==> config.mk <==
export PLATFORM = sky130hd
export DESIGN_NAME = decode_exec_unit
export DESIGN_NICKNAME = d
export VERILOG_FILES = /design/src/rtl/decode_exec_unit_pkg.sv /design/src/rtl/decode_exec_alu.sv /design/src/rtl/decode_exec_unit.sv
export SDC_FILE = /design/constraint.sdc
export NUM_CORES = 1
export LEC_CHECK = 0
export ABC_AREA = 1
export CORE_MARGIN = 2
export CORE_UTILIZATION = 28
export CTS_CLUSTER_SIZE = 16
export DETAILED_ROUTE_END_ITERATION = 10
export GPL_ROUTABILITY_DRIVEN = 1
export SYNTH_ARGS = -nofsm -noshare
export SYNTH_HDL_FRONTEND = slang
export SYNTH_HIERARCHICAL = 1
export SYNTH_SLANG_ARGS = --single-unit
==> constraint.sdc <==
create_clock -name CLK -period 6.1 [get_ports CLK]
set_clock_uncertainty 0.05 [all_clocks]
set_input_delay 1.22 -clock CLK [delete_from_list [all_inputs] [get_ports CLK]]
set_output_delay 1.22 -clock CLK [all_outputs]
set_load 0.005 [all_outputs]
==> src/rtl/decode_exec_unit_pkg.sv <==
// Shared opcode/funct constants and control-field encodings for the decode/execute stage.
package decode_exec_unit_pkg;

    localparam logic [5:0] OP_RTYPE = 6'h00;
    localparam logic [5:0] OP_J     = 6'h02;
    localparam logic [5:0] OP_JAL   = 6'h03;
    localparam logic [5:0] OP_BEQ   = 6'h04;
    localparam logic [5:0] OP_ADDIU = 6'h09;
    localparam logic [5:0] OP_LW    = 6'h23;
    localparam logic [5:0] OP_SW    = 6'h2B;

    localparam logic [5:0] FN_JR    = 6'h08;
    localparam logic [5:0] FN_ADDU  = 6'h21;
    localparam logic [5:0] FN_SUBU  = 6'h23;
    localparam logic [5:0] FN_OR    = 6'h25;
    localparam logic [5:0] FN_SLT   = 6'h2A;

    typedef enum logic [1:0] {
        ALU_ADDU = 2'b00,
        ALU_SUBU = 2'b01,
        ALU_OR   = 2'b10,
        ALU_SLT  = 2'b11
    } aluOp_e;

    typedef enum logic [1:0] {
        PC_PLUS4  = 2'b00,
        PC_BRANCH = 2'b01,
        PC_JUMP   = 2'b10,
        PC_REG    = 2'b11
    } pcSrc_e;

    typedef enum logic [1:0] {
        DST_RT  = 2'b00,
        DST_RD  = 2'b01,
        DST_R31 = 2'b10
    } regDst_e;

    typedef enum logic [1:0] {
        WB_ALU   = 2'b00,
        WB_DM    = 2'b01,
        WB_PC4   = 2'b10,
        WB_UNUSED = 2'b11
    } regWriteSrc_e;

endpackage

==> src/rtl/decode_exec_alu.sv <==
// Combinational 32-bit ALU (addu/subu/or/slt) with a zero flag on every operation.
module decode_exec_alu
    import decode_exec_unit_pkg::*;
(
    input  logic [31:0] a,
    input  logic [31:0] b,
    input  aluOp_e      op,
    output logic [31:0] result,
    output logic        zero
);

    always_comb begin
        result = 32'd0;
        case (op)
            ALU_ADDU: result = a + b;
            ALU_SUBU: result = a - b;
            ALU_OR:   result = a | b;
            ALU_SLT:  result = {31'd0, ($signed(a) < $signed(b))};
            default:  result = 32'd0;
        endcase
    end

    assign zero = (result == 32'd0);

endmodule

==> src/rtl/decode_exec_unit.sv <==
// Single-cycle MIPS decode, immediate extension and ALU; the only state is a
// sticky flag recording that an unsupported instruction reached this stage.
module decode_exec_unit
    import decode_exec_unit_pkg::*;
(
    input  logic        CLK,
    input  logic        Reset,
    input  logic [31:0] Inst,
    input  logic [31:0] GPRReadData1,
    input  logic [31:0] GPRReadData2,
    output logic [4:0]  rs,
    output logic [4:0]  rt,
    output logic [4:0]  rd,
    output logic [15:0] imm16,
    output logic [25:0] imm26,
    output logic [31:0] SignExtend,
    output logic [31:0] UnsignExtend,
    output logic [1:0]  PCSrc,
    output logic [1:0]  RegWriteSrc,
    output logic        RegWrite,
    output logic        MemWrite,
    output logic [1:0]  ALUOperation,
    output logic [1:0]  RegDst,
    output logic        ALUSrc,
    output logic [31:0] ALUResult,
    output logic        ALUZero,
    output logic        IllegalInst
);

    logic [5:0]   opcode;
    logic [5:0]   funct;
    pcSrc_e       pcSrc;
    regWriteSrc_e wbSrc;
    regDst_e      regDst;
    aluOp_e       aluOp;
    logic         regWrite;
    logic         memWrite;
    logic         aluSrc;
    logic         illegal;
    logic [31:0]  aluB;

    assign opcode = Inst[31:26];
    assign funct  = Inst[5:0];
    assign rs     = Inst[25:21];
    assign rt     = Inst[20:16];
    assign rd     = Inst[15:11];
    assign imm16  = Inst[15:0];
    assign imm26  = Inst[25:0];

    assign SignExtend   = {{16{imm16[15]}}, imm16};
    assign UnsignExtend = {16'd0, imm16};

    // Unsupported encodings leave every control at its default, so they cause no writes.
    always_comb begin
        pcSrc    = PC_PLUS4;
        wbSrc    = WB_ALU;
        regDst   = DST_RT;
        aluOp    = ALU_ADDU;
        regWrite = 1'b0;
        memWrite = 1'b0;
        aluSrc   = 1'b0;
        illegal  = 1'b0;
        case (opcode)
            OP_RTYPE: begin
                case (funct)
                    FN_ADDU: begin regWrite = 1'b1; regDst = DST_RD; aluOp = ALU_ADDU; end
                    FN_SUBU: begin regWrite = 1'b1; regDst = DST_RD; aluOp = ALU_SUBU; end
                    FN_OR:   begin regWrite = 1'b1; regDst = DST_RD; aluOp = ALU_OR;   end
                    FN_SLT:  begin regWrite = 1'b1; regDst = DST_RD; aluOp = ALU_SLT;  end
                    FN_JR:   pcSrc = PC_REG;
                    default: illegal = 1'b1;
                endcase
            end
            OP_ADDIU: begin
                regWrite = 1'b1;
                aluSrc   = 1'b1;
            end
            OP_LW: begin
                regWrite = 1'b1;
                wbSrc    = WB_DM;
                aluSrc   = 1'b1;
            end
            OP_SW: begin
                memWrite = 1'b1;
                aluSrc   = 1'b1;
            end
            OP_BEQ: begin
                aluOp = ALU_SUBU;
                pcSrc = PC_BRANCH;
            end
            OP_J:   pcSrc = PC_JUMP;
            OP_JAL: begin
                pcSrc    = PC_JUMP;
                regWrite = 1'b1;
                regDst   = DST_R31;
                wbSrc    = WB_PC4;
            end
            default: illegal = 1'b1;
        endcase
    end

    assign PCSrc        = pcSrc;
    assign RegWriteSrc  = wbSrc;
    assign RegDst       = regDst;
    assign ALUOperation = aluOp;
    assign RegWrite     = regWrite;
    assign MemWrite     = memWrite;
    assign ALUSrc       = aluSrc;

    assign aluB = aluSrc ? SignExtend : GPRReadData2;

    decode_exec_alu uAlu (
        .a      (GPRReadData1),
        .b      (aluB),
        .op     (aluOp),
        .result (ALUResult),
        .zero   (ALUZero)
    );

    always_ff @(posedge CLK) begin
        if (Reset)
            IllegalInst <= 1'b0;
        else if (illegal)
            IllegalInst <= 1'b1;
    end

endmodule

# Word level (Yosys, flattened, before mapping)
# Index checks and enable logic that the tools add are counted.
# op_classes
n_addsub	2
muxes	15
order_cmp	1
reduce_logical	9
bitwise_logic	1
eq_ne	14
shift	0
div_mod_pow	0
multipliers	0
# op_table
op	count
one-hot mux 32 bit (4 select lines)	1
equality test 6 bit, second input constant	6
adder 32 bit	1
logical NOT 32 bit	1
less-than comparator 32 bit	1
2-to-1 mux 32 bit	1
bitwise OR 32 bit	1
subtractor 32 bit	1
equality test 6 x 2 -> 1 bit, second input constant	2
equality test 6 x 4 -> 1 bit, second input constant	2
one-hot mux 2 bit (2 select lines)	3
one-hot mux 2 bit (3 select lines)	2
equality test 6 x 3 -> 1 bit, second input constant	1
logical NOT 6 bit	1
OR reduction 3 bit	2
OR reduction 6 bit	1
2-to-1 mux 1 bit	5
OR reduction 5 bit	1
equality test 2 bit, second input constant	2
one-hot mux 1 bit (2 select lines)	2
OR reduction 4 bit	1
equality test 2 x 1 -> 1 bit, second input constant	1
logical NOT 2 bit	1
2-to-1 mux 2 bit	1
OR reduction 2 bit	1
# word_totals
wordCells	43
mem_bits_rw	0
rom_bits	0
latchBits	0
mem_count	0
output_inout_bits	166
regBits	1
in_bits	98

# Depth between registers and ports, before layout
# Gate-level depths: netlist (run 1).
# depth
word_depth	7
ltp_mapped	29
depth_no_buf	26

# By module
# Netlist (run 1), hierarchy kept.
# modules_own_cells
module	instances	cells_each	seq_area_each_um2	area_each_um2
decode_exec_alu	1	1302	0.0	6860.3
decode_exec_unit	1	268	20.0	1587.8

# Worst setup path after synthesis (run 1)
# No wires, ideal clock.
# synth_path
path_type	input to output
from	input port Inst[30]
to	output port ALUZero
slack_ns	1.017
cell_stages	24
path_buffers	1
arrival_ns	3.813
required_time_ns	4.830
path_cell_list	nor2_1 -> nand4_1 -> nand2_1 -> buf_6 -> nor2_1 -> a21oi_1 -> ha_1 -> inv_1 -> fa_1 -> nand2_2 -> nand2_2 -> nand3_2 -> nand2_4 -> nand2_2 -> nand3_2 -> nand2_1 -> nand3_1 -> nand3_1 -> nand3_2 -> nor2_2 -> nand2_1 -> nor2_1 -> nand2_1 -> nor2_2
# synth_between
elab_chain_cells	7
elab_cells_between_ends	19
classes_between	add/sub (2); order compare (1); eq/ne (7); mux (4); bitwise (1); reduce/logical (4)
# synth_rtl
element	line_no	source
start, declared	decode_exec_unit.sv:8	input logic [31:0] Inst,
equality test 6 bit or equality test 6 x 4 -> 1 bit (tied branches)	decode_exec_unit.sv:63	case (opcode)
OR reduction 3 bit (no line) *	-	
2-to-1 mux 1 bit *	decode_exec_unit.sv:63	
2-to-1 mux 32 bit *	decode_exec_unit.sv:110	assign aluB = aluSrc ? SignExtend : GPRReadData2;
net aluB[0]	decode_exec_unit.sv:40	logic [31:0] aluB;
subtractor 32 bit or adder 32 bit (tied branches)	decode_exec_alu.sv:16, decode_exec_alu.sv:15	
one-hot mux 32 bit (4 select lines) *	decode_exec_alu.sv:14	case (op)
net ALUResult[30]	decode_exec_unit.sv:25	output logic [31:0] ALUResult,
logical NOT 32 bit *	decode_exec_alu.sv:23	assign zero = (result == 32'd0);
end, declared	decode_exec_unit.sv:26	output logic ALUZero,
# Mark *: on every way through the listed nets, which the timed path passes. The rest lies on a longest branch.

# Final worst setup path (run 1)
# layout_path
from	input port Inst[30]
to	output port ALUZero
# layout_between
elab_chain_cells	7
elab_cells_between_ends	19
classes_between	add/sub (2); order compare (1); eq/ne (7); mux (4); bitwise (1); reduce/logical (4)
# layout_rtl
element	line_no	source
equality test 6 bit or equality test 6 x 4 -> 1 bit (tied branches)	decode_exec_unit.sv:63	
OR reduction 3 bit (no line) *	-	
2-to-1 mux 1 bit *	decode_exec_unit.sv:63	
2-to-1 mux 32 bit *	decode_exec_unit.sv:110	
net aluB[10]	decode_exec_unit.sv:40	
subtractor 32 bit (tied with other cells)	decode_exec_alu.sv:16	ALU_SUBU: result = a - b;
one-hot mux 32 bit (4 select lines) *	decode_exec_alu.sv:14	
logical NOT 32 bit *	decode_exec_alu.sv:23	
# Marked as above.

==> results of run 1 <==
## layout make-up
class,instances,area [sq um]
repair buffers,547,4820
multi-input cells,1086,6750
flip-flops and latches,1,20.0
fillers,3134,16300
well taps,390,488
inverters,333,1250
## power groups by stage
| stage | registers [mW] | logic [mW] | clock network (mW) |
|---|---|---|---|
| global placement | 0.00737 | 1.27 | 0 |
| floorplan | 0.00739 | 0.652 | 0 |
| global route | 0.00743 | 1.54 | 0 |
| detailed placement | 0.00746 | 1.28 | 0 |
| CTS | 0.00743 | 1.35 | 0 |
| finish | 0.00739 | 1.42 | 0 |
## routing by layer
layer | up-vias | track usage [%]
li1 | 5395 | -
met1 | 4802 | 30.1
met4 | 0 | 3.38
met2 | 319 | 36.7
met5 | - | 0
met3 | 34 | 1.26
## synthesized netlist by cell type (3+ instances only)
library cell and count:
nor2_1 88, o211ai_1 7, nand2_4 7, o21bai_1 6, nand4_1 18, and2_1 3, a21oi_1 51, clkbuf_1 8
nor3_2 5, ha_1 95, nand2_1 475, inv_1 307, buf_4 134, nor2_2 38, nand2_2 30, a21oi_2 3
o21ai_0 26, nor3_1 7, inv_2 26, nand3_2 30, buf_2 4, or2_2 22, nand3_1 131, o21ai_1 3
nor4_1 3, buf_6 16, nor2_4 7
## worst max-delay path by stage
| stage | from | to | slack (ps) | depth (start not counted) |
|---|---|---|---|---|
| finish | Inst[30] | ALUZero | 140 | 30 |
| global route | Inst[30] | ALUZero | -50 | 29 |
| CTS | Inst[29] | ALUZero | 40 | 31 |
| detailed placement | Inst[29] | ALUZero | -630 | 28 |
| global placement | Inst[29] | ALUZero | -660 | 28 |
| floorplan | Inst[30] | ALUZero | 1020 | 24 |
## cell families after synthesis
kind of cell	count (synthesis)	synth area share [%]
adder cells (fa/ha/maj)	97	14.5
XOR/XNOR	3	0.311
flip-flops	1	0.237
AO/OA/AOI/OAI	104	6.99
buffers and inverters	498	29.8
AND/OR/NAND/NOR	866	48.1
other	1	0.0444
## stage by stage
step                      power [mW]  instances  TNS [ps]
final                           1.43       2357         0
after global routing            1.55       2357     -48.7
after CTS                       1.36       2351         0
after detailed placement        1.29       2327     -2800
after global placement          1.28       2327     -2620
after floorplan                0.660       1585         0
## what timing repair did
item / 4_1_cts / 5_1_grt
pin swaps: 30 / 31
hold endpoints to repair: 0 / 0
endpoints found under the setup margin: 26 / 25
resized for setup: 114 / 81
gates cloned: 2 / 1
setup buffers: 22 / 5
## critical path: cells and delay by family
kind	cells	cell delay [ps]
simple gates	18	1700
buf+inv	10	1260
fa+ha+maj	1	290
compound gates	1	190
==> results.yml, run 1 <==
status:
  outcome: "completed"
global_route:
  grt-ovfl-total: 0
  grt_max_degree: 25
  grt_usage_pct: 21.5
  grt_pass1_vias: 10200
  grt_pass1_wl_mm: 53.3
  antenna_found_initial: 0
worst_setup_path:
  crit_path_frequent_cell: "nand2_1"
  setup.worst_path.end_class: "output port"
  max_stage_delay_ps: 290
  rr_worst_depth: 4
  r2r-end: "IllegalInst"
  cp.required_ps: 4830
  crit_type: "in -> out"
  crit_arrival_ps: 4690
  cpMaxStageDelayCell: "ha_4"
  worstPathMaxFanout: 6
  crit_path_start_kind: "input port"
  r2r_setup_slack_ps: 5400
  r2r-start: "IllegalInst"
detailed_routing:
  wl_met2_mm: 16.3
  via_per_inst: 4.48
  wl_met3_mm: 1.82
  drtAntennaViolNets: 0
  drt-initial-drc-count: 690
  highest_layer: "met4"
  drc: 0
  wl_mm: 35.1
  first_pass_iters: 5
  routed-via-count: 10600
  wire_per_inst_um: 14.9
  met1_length_mm: 16.4
synthesis:
  synth_top_area_cell: "nand2_1"
  yosysWarnings: 6
  synth_area_sq_um: 8450
  synth_edf_count: 0
  synth.top_cell.area_share_pct: 21.1
  syn-instance-count: 1570
  synth_cell_types: 42
  postSynthAreaPerCell_sq_um: 5.38
  synth_area_leaders: "nand2_1 21%, ha_1 14%, inv_1 14%"
  yosysSeqAreaShare_pct: 0.237
  async_flop_share_pct: 0
  synth_flop_cell: "dfxtp_1"
  synth.ff_latch_count: 1
sta:
  setup_viol: 0
  hold_viol_final: 0
  finalMaxSlewViolations: 0
  period_minus_slack_ps: 5960
  rsz0062_at_grt: "true"
  fmax_mhz: 168
  fin_ws_ps: 145
  whs_ps: 531
  timing.final.crit_share_pct: 97.6
power:
  p_sw_mw: 0.721
  leakagePower_nw: 7.32
  peakVddDrop_mv: 0.0432
  p_sw_share_pct: 50.5
  internal-power_mw: 0.706
  p_clk_share_pct: 0
  combPwrFrac_pct: 99.5
  power.density_nw_per_um2: 107
  p_seq_share_pct: 0.5
worst_hold_path:
  worstHoldEndpoint: "IllegalInst"
  hold-path-cell-count: 4
  min_path_type: "reg -> reg"
  hp-start: "IllegalInst"
die:
  core-area_sq_um: 29600
  die-area_sq_um: 31600
  ios: 264
  die_w_um: 178
  rows: 63
  die_h_um: 178
  start_util_pct: 28.5
placed_design:
  post-dp-hpwl_mm: 30.3
  gp_congestion: 1.03
  dpl_worst_slack_ps: -631
  numPortBuffers: 217
  postPlaceCellArea_sq_um: 12300
layout:
  antenna_cells: 0
  layout_commonest_cell: "nand2_1"
  areaGrowthSynthToFinish_pct: 57.7
  fin_util_pct: 45.0
  top_register: "IllegalInst"
  reg_top3: "IllegalInst (1)"
  nNetsFinal: 2164
  largest_reg_flops: 1
  final_cell_area_sq_um: 13300
  layout_common_cells: "438 x nand2_1, 309 x buf_4, 298 x inv_1"
  drive_gt1_share_pct: 31.7
cts:
  clkTransAtPathRegs_ps: 0
  insertion_delay_ps: 0
  postCtsHoldBufs: 0
run:
  maxCapViolCount: 0
No activity file was read; power rests on OpenSTA's default activity.
==> run 2, diff against run 1 <==
--- a/config.mk
+++ b/config.mk
@@ -11,6 +11,7 @@
 export CTS_CLUSTER_SIZE = 16
 export DETAILED_ROUTE_END_ITERATION = 10
 export GPL_ROUTABILITY_DRIVEN = 1
+export SLEW_MARGIN = 20
 export SYNTH_ARGS = -nofsm -noshare
 export SYNTH_HDL_FRONTEND = slang
 export SYNTH_HIERARCHICAL = 1
==> constraint.sdc (replaced) <==
create_clock -name CLK -period 6.15 [get_ports CLK]
set_clock_uncertainty 0.05 [all_clocks]
set_input_delay 1.23 -clock CLK [delete_from_list [all_inputs] [get_ports CLK]]
set_output_delay 1.23 -clock CLK [all_outputs]
set_load 0.005 [all_outputs]
==> results.yml, run 2 (synthesized netlist as in run 1, its figures left out) <==
sta:
  timing.final.crit_share_pct: 96.5
  fin_ws_ps: 217
  finalMaxSlewViolations: 0
  hold_viol_final: 0
  fmax_mhz: 169
  whs_ps: 494
  setup_viol: 0
  period_minus_slack_ps: 5930
worst_hold_path:
  min_path_type: "reg -> reg"
status:
  outcome: "completed"
layout:
  stdcell_count: 2321
  fillers: 3223
  nNetsFinal: 2128
  largest_reg_flops: 1
  areaGrowthSynthToFinish_pct: 50.6
  drive_gt1_share_pct: 28.6
  top_register: "IllegalInst"
  reg_top3: "IllegalInst (1)"
  multi_input_area_sq_um: 6430
  fin_util_pct: 42.9
  layout_common_cells: "450 x nand2_1, 299 x inv_1, 281 x buf_4"
  layout_commonest_cell: "nand2_1"
  ff_latch_area_sq_um: 20.0
  antenna_cells: 0
  final_cell_area_sq_um: 12700
die:
  rows: 63
  start_util_pct: 28.5
  die-area_sq_um: 31600
  core-area_sq_um: 29600
  die_h_um: 178
  die_w_um: 178
  ios: 264
worst_setup_path:
  crit_type: "in -> out"
  crit_path_start_kind: "input port"
  crit_arrival_ps: 4650
  worstPathMaxFanout: 4
  setup.worst_path.end_class: "output port"
  cp.required_ps: 4870
placed_design:
  gp_congestion: 0.957
  numPortBuffers: 217
  postPlaceCellArea_sq_um: 12100
  dpl_worst_slack_ps: -747
  post-dp-hpwl_mm: 30.8
  post-place-cells: 2309
global_route:
  grt_pass1_wl_mm: 52.8
  grt_max_degree: 32
  grt-ovfl-total: 0
  grt_pass1_vias: 10000
  grt_usage_pct: 21.4
  antenna_found_initial: 1
power:
  leakagePower_nw: 7.09
  power.density_nw_per_um2: 106
  peakVddDrop_mv: 0.0383
detailed_routing:
  drtAntennaViolNets: 0
  drt-initial-drc-count: 606
  first_pass_iters: 7
  via_per_inst: 4.51
  wl_mm: 35.3
  wire_per_inst_um: 15.2
  drc: 0
  routed-via-count: 10500
cts:
  clkTransAtPathRegs_ps: 0
  insertion_delay_ps: 0
run:
  maxCapViolCount: 0
-- run 2: cell count changes in the layout (fill, tap and decap cells not counted), moves of 6 or more --
cell            change
nand2_1            +12
a21oi_1             +6
ha_2               +11
nand2_2            -12
a21oi_2             -7
dlymetal6s2s_1      +6
ha_4               -11
nand3_1             +6
buf_4              -28
nor2_4             -12
nor2_2              +7
-- run 2: worst max-delay path: stages --
cell             delay, ps
dlymetal6s2s_1         170
nor2_4                 150
nand4_1                230
nand2_4                200
clkbuf_16              170
a21oi_4                 60
buf_4                  140
ha_2                   190
fa_2                   390
nand3_2                 90
nand3_4                 80
buf_4                  170
nand3_1                 90
nand3_2                 90
buf_4                  150
a21oi_1                110
o21ai_1                 80
nand3_1                140
buf_4                  130
buf_4                   80
clkdlybuf4s50_1        490
-- run 2: path summary, 6_finish.rpt --
kind	slack, ps	end	from	cells past startpoint
hold / removal	490	IllegalInst	IllegalInst	4
setup / recovery	220	ALUResult[12]	Inst[28]	21
setup reg to reg	5470	IllegalInst	IllegalInst	4
hold reg to reg	490	IllegalInst	IllegalInst	4
-- run 2: repair_timing --
action / CTS / global route
resized for setup: 74 / 61
endpoints found under the setup margin: 28 / 29
cloned: 0 / 1
hold buffers: 0 / 0
pin swaps: 16 / 21
setup buffers: 7 / 4
-- run 2: routing by layer --
metal	track usage (%)	vias up	routed length [um]
li1	-	5328	-
met1	30.0	4724	16300
met2	35.9	368	16000
met3	1.91	39	2430
met4	3.59	0	613
met5	0	-	0
-- run 2: per-stage QoR --
stage / total power, mW / setup TNS [ps]
global placement: 1.26 / -4840
detailed placement: 1.26 / -5090
floorplan: 0.654 / 0
finish: 1.35 / 0
CTS: 1.31 / -677
global route: 1.47 / -12.1
-- run 2: where the power goes --
part,internal (mW),switching (mW),leakage [nW],total (mW)
Clock,0,0,0,0
Combinational,0.655,0.687,7.09,1.34
Sequential,0.00708,0.000208,0.00844,0.00729
Total,0.662,0.687,7.09,1.35
-- run 2: area by class of cell --
type / instances / share of cell area, %
inverters: 333 / 9.83
multi-input cells: 1086 / 50.6
flip-flops and latches: 1 / 0.157
well taps: 390 / 3.84
repair buffers: 511 / 35.6
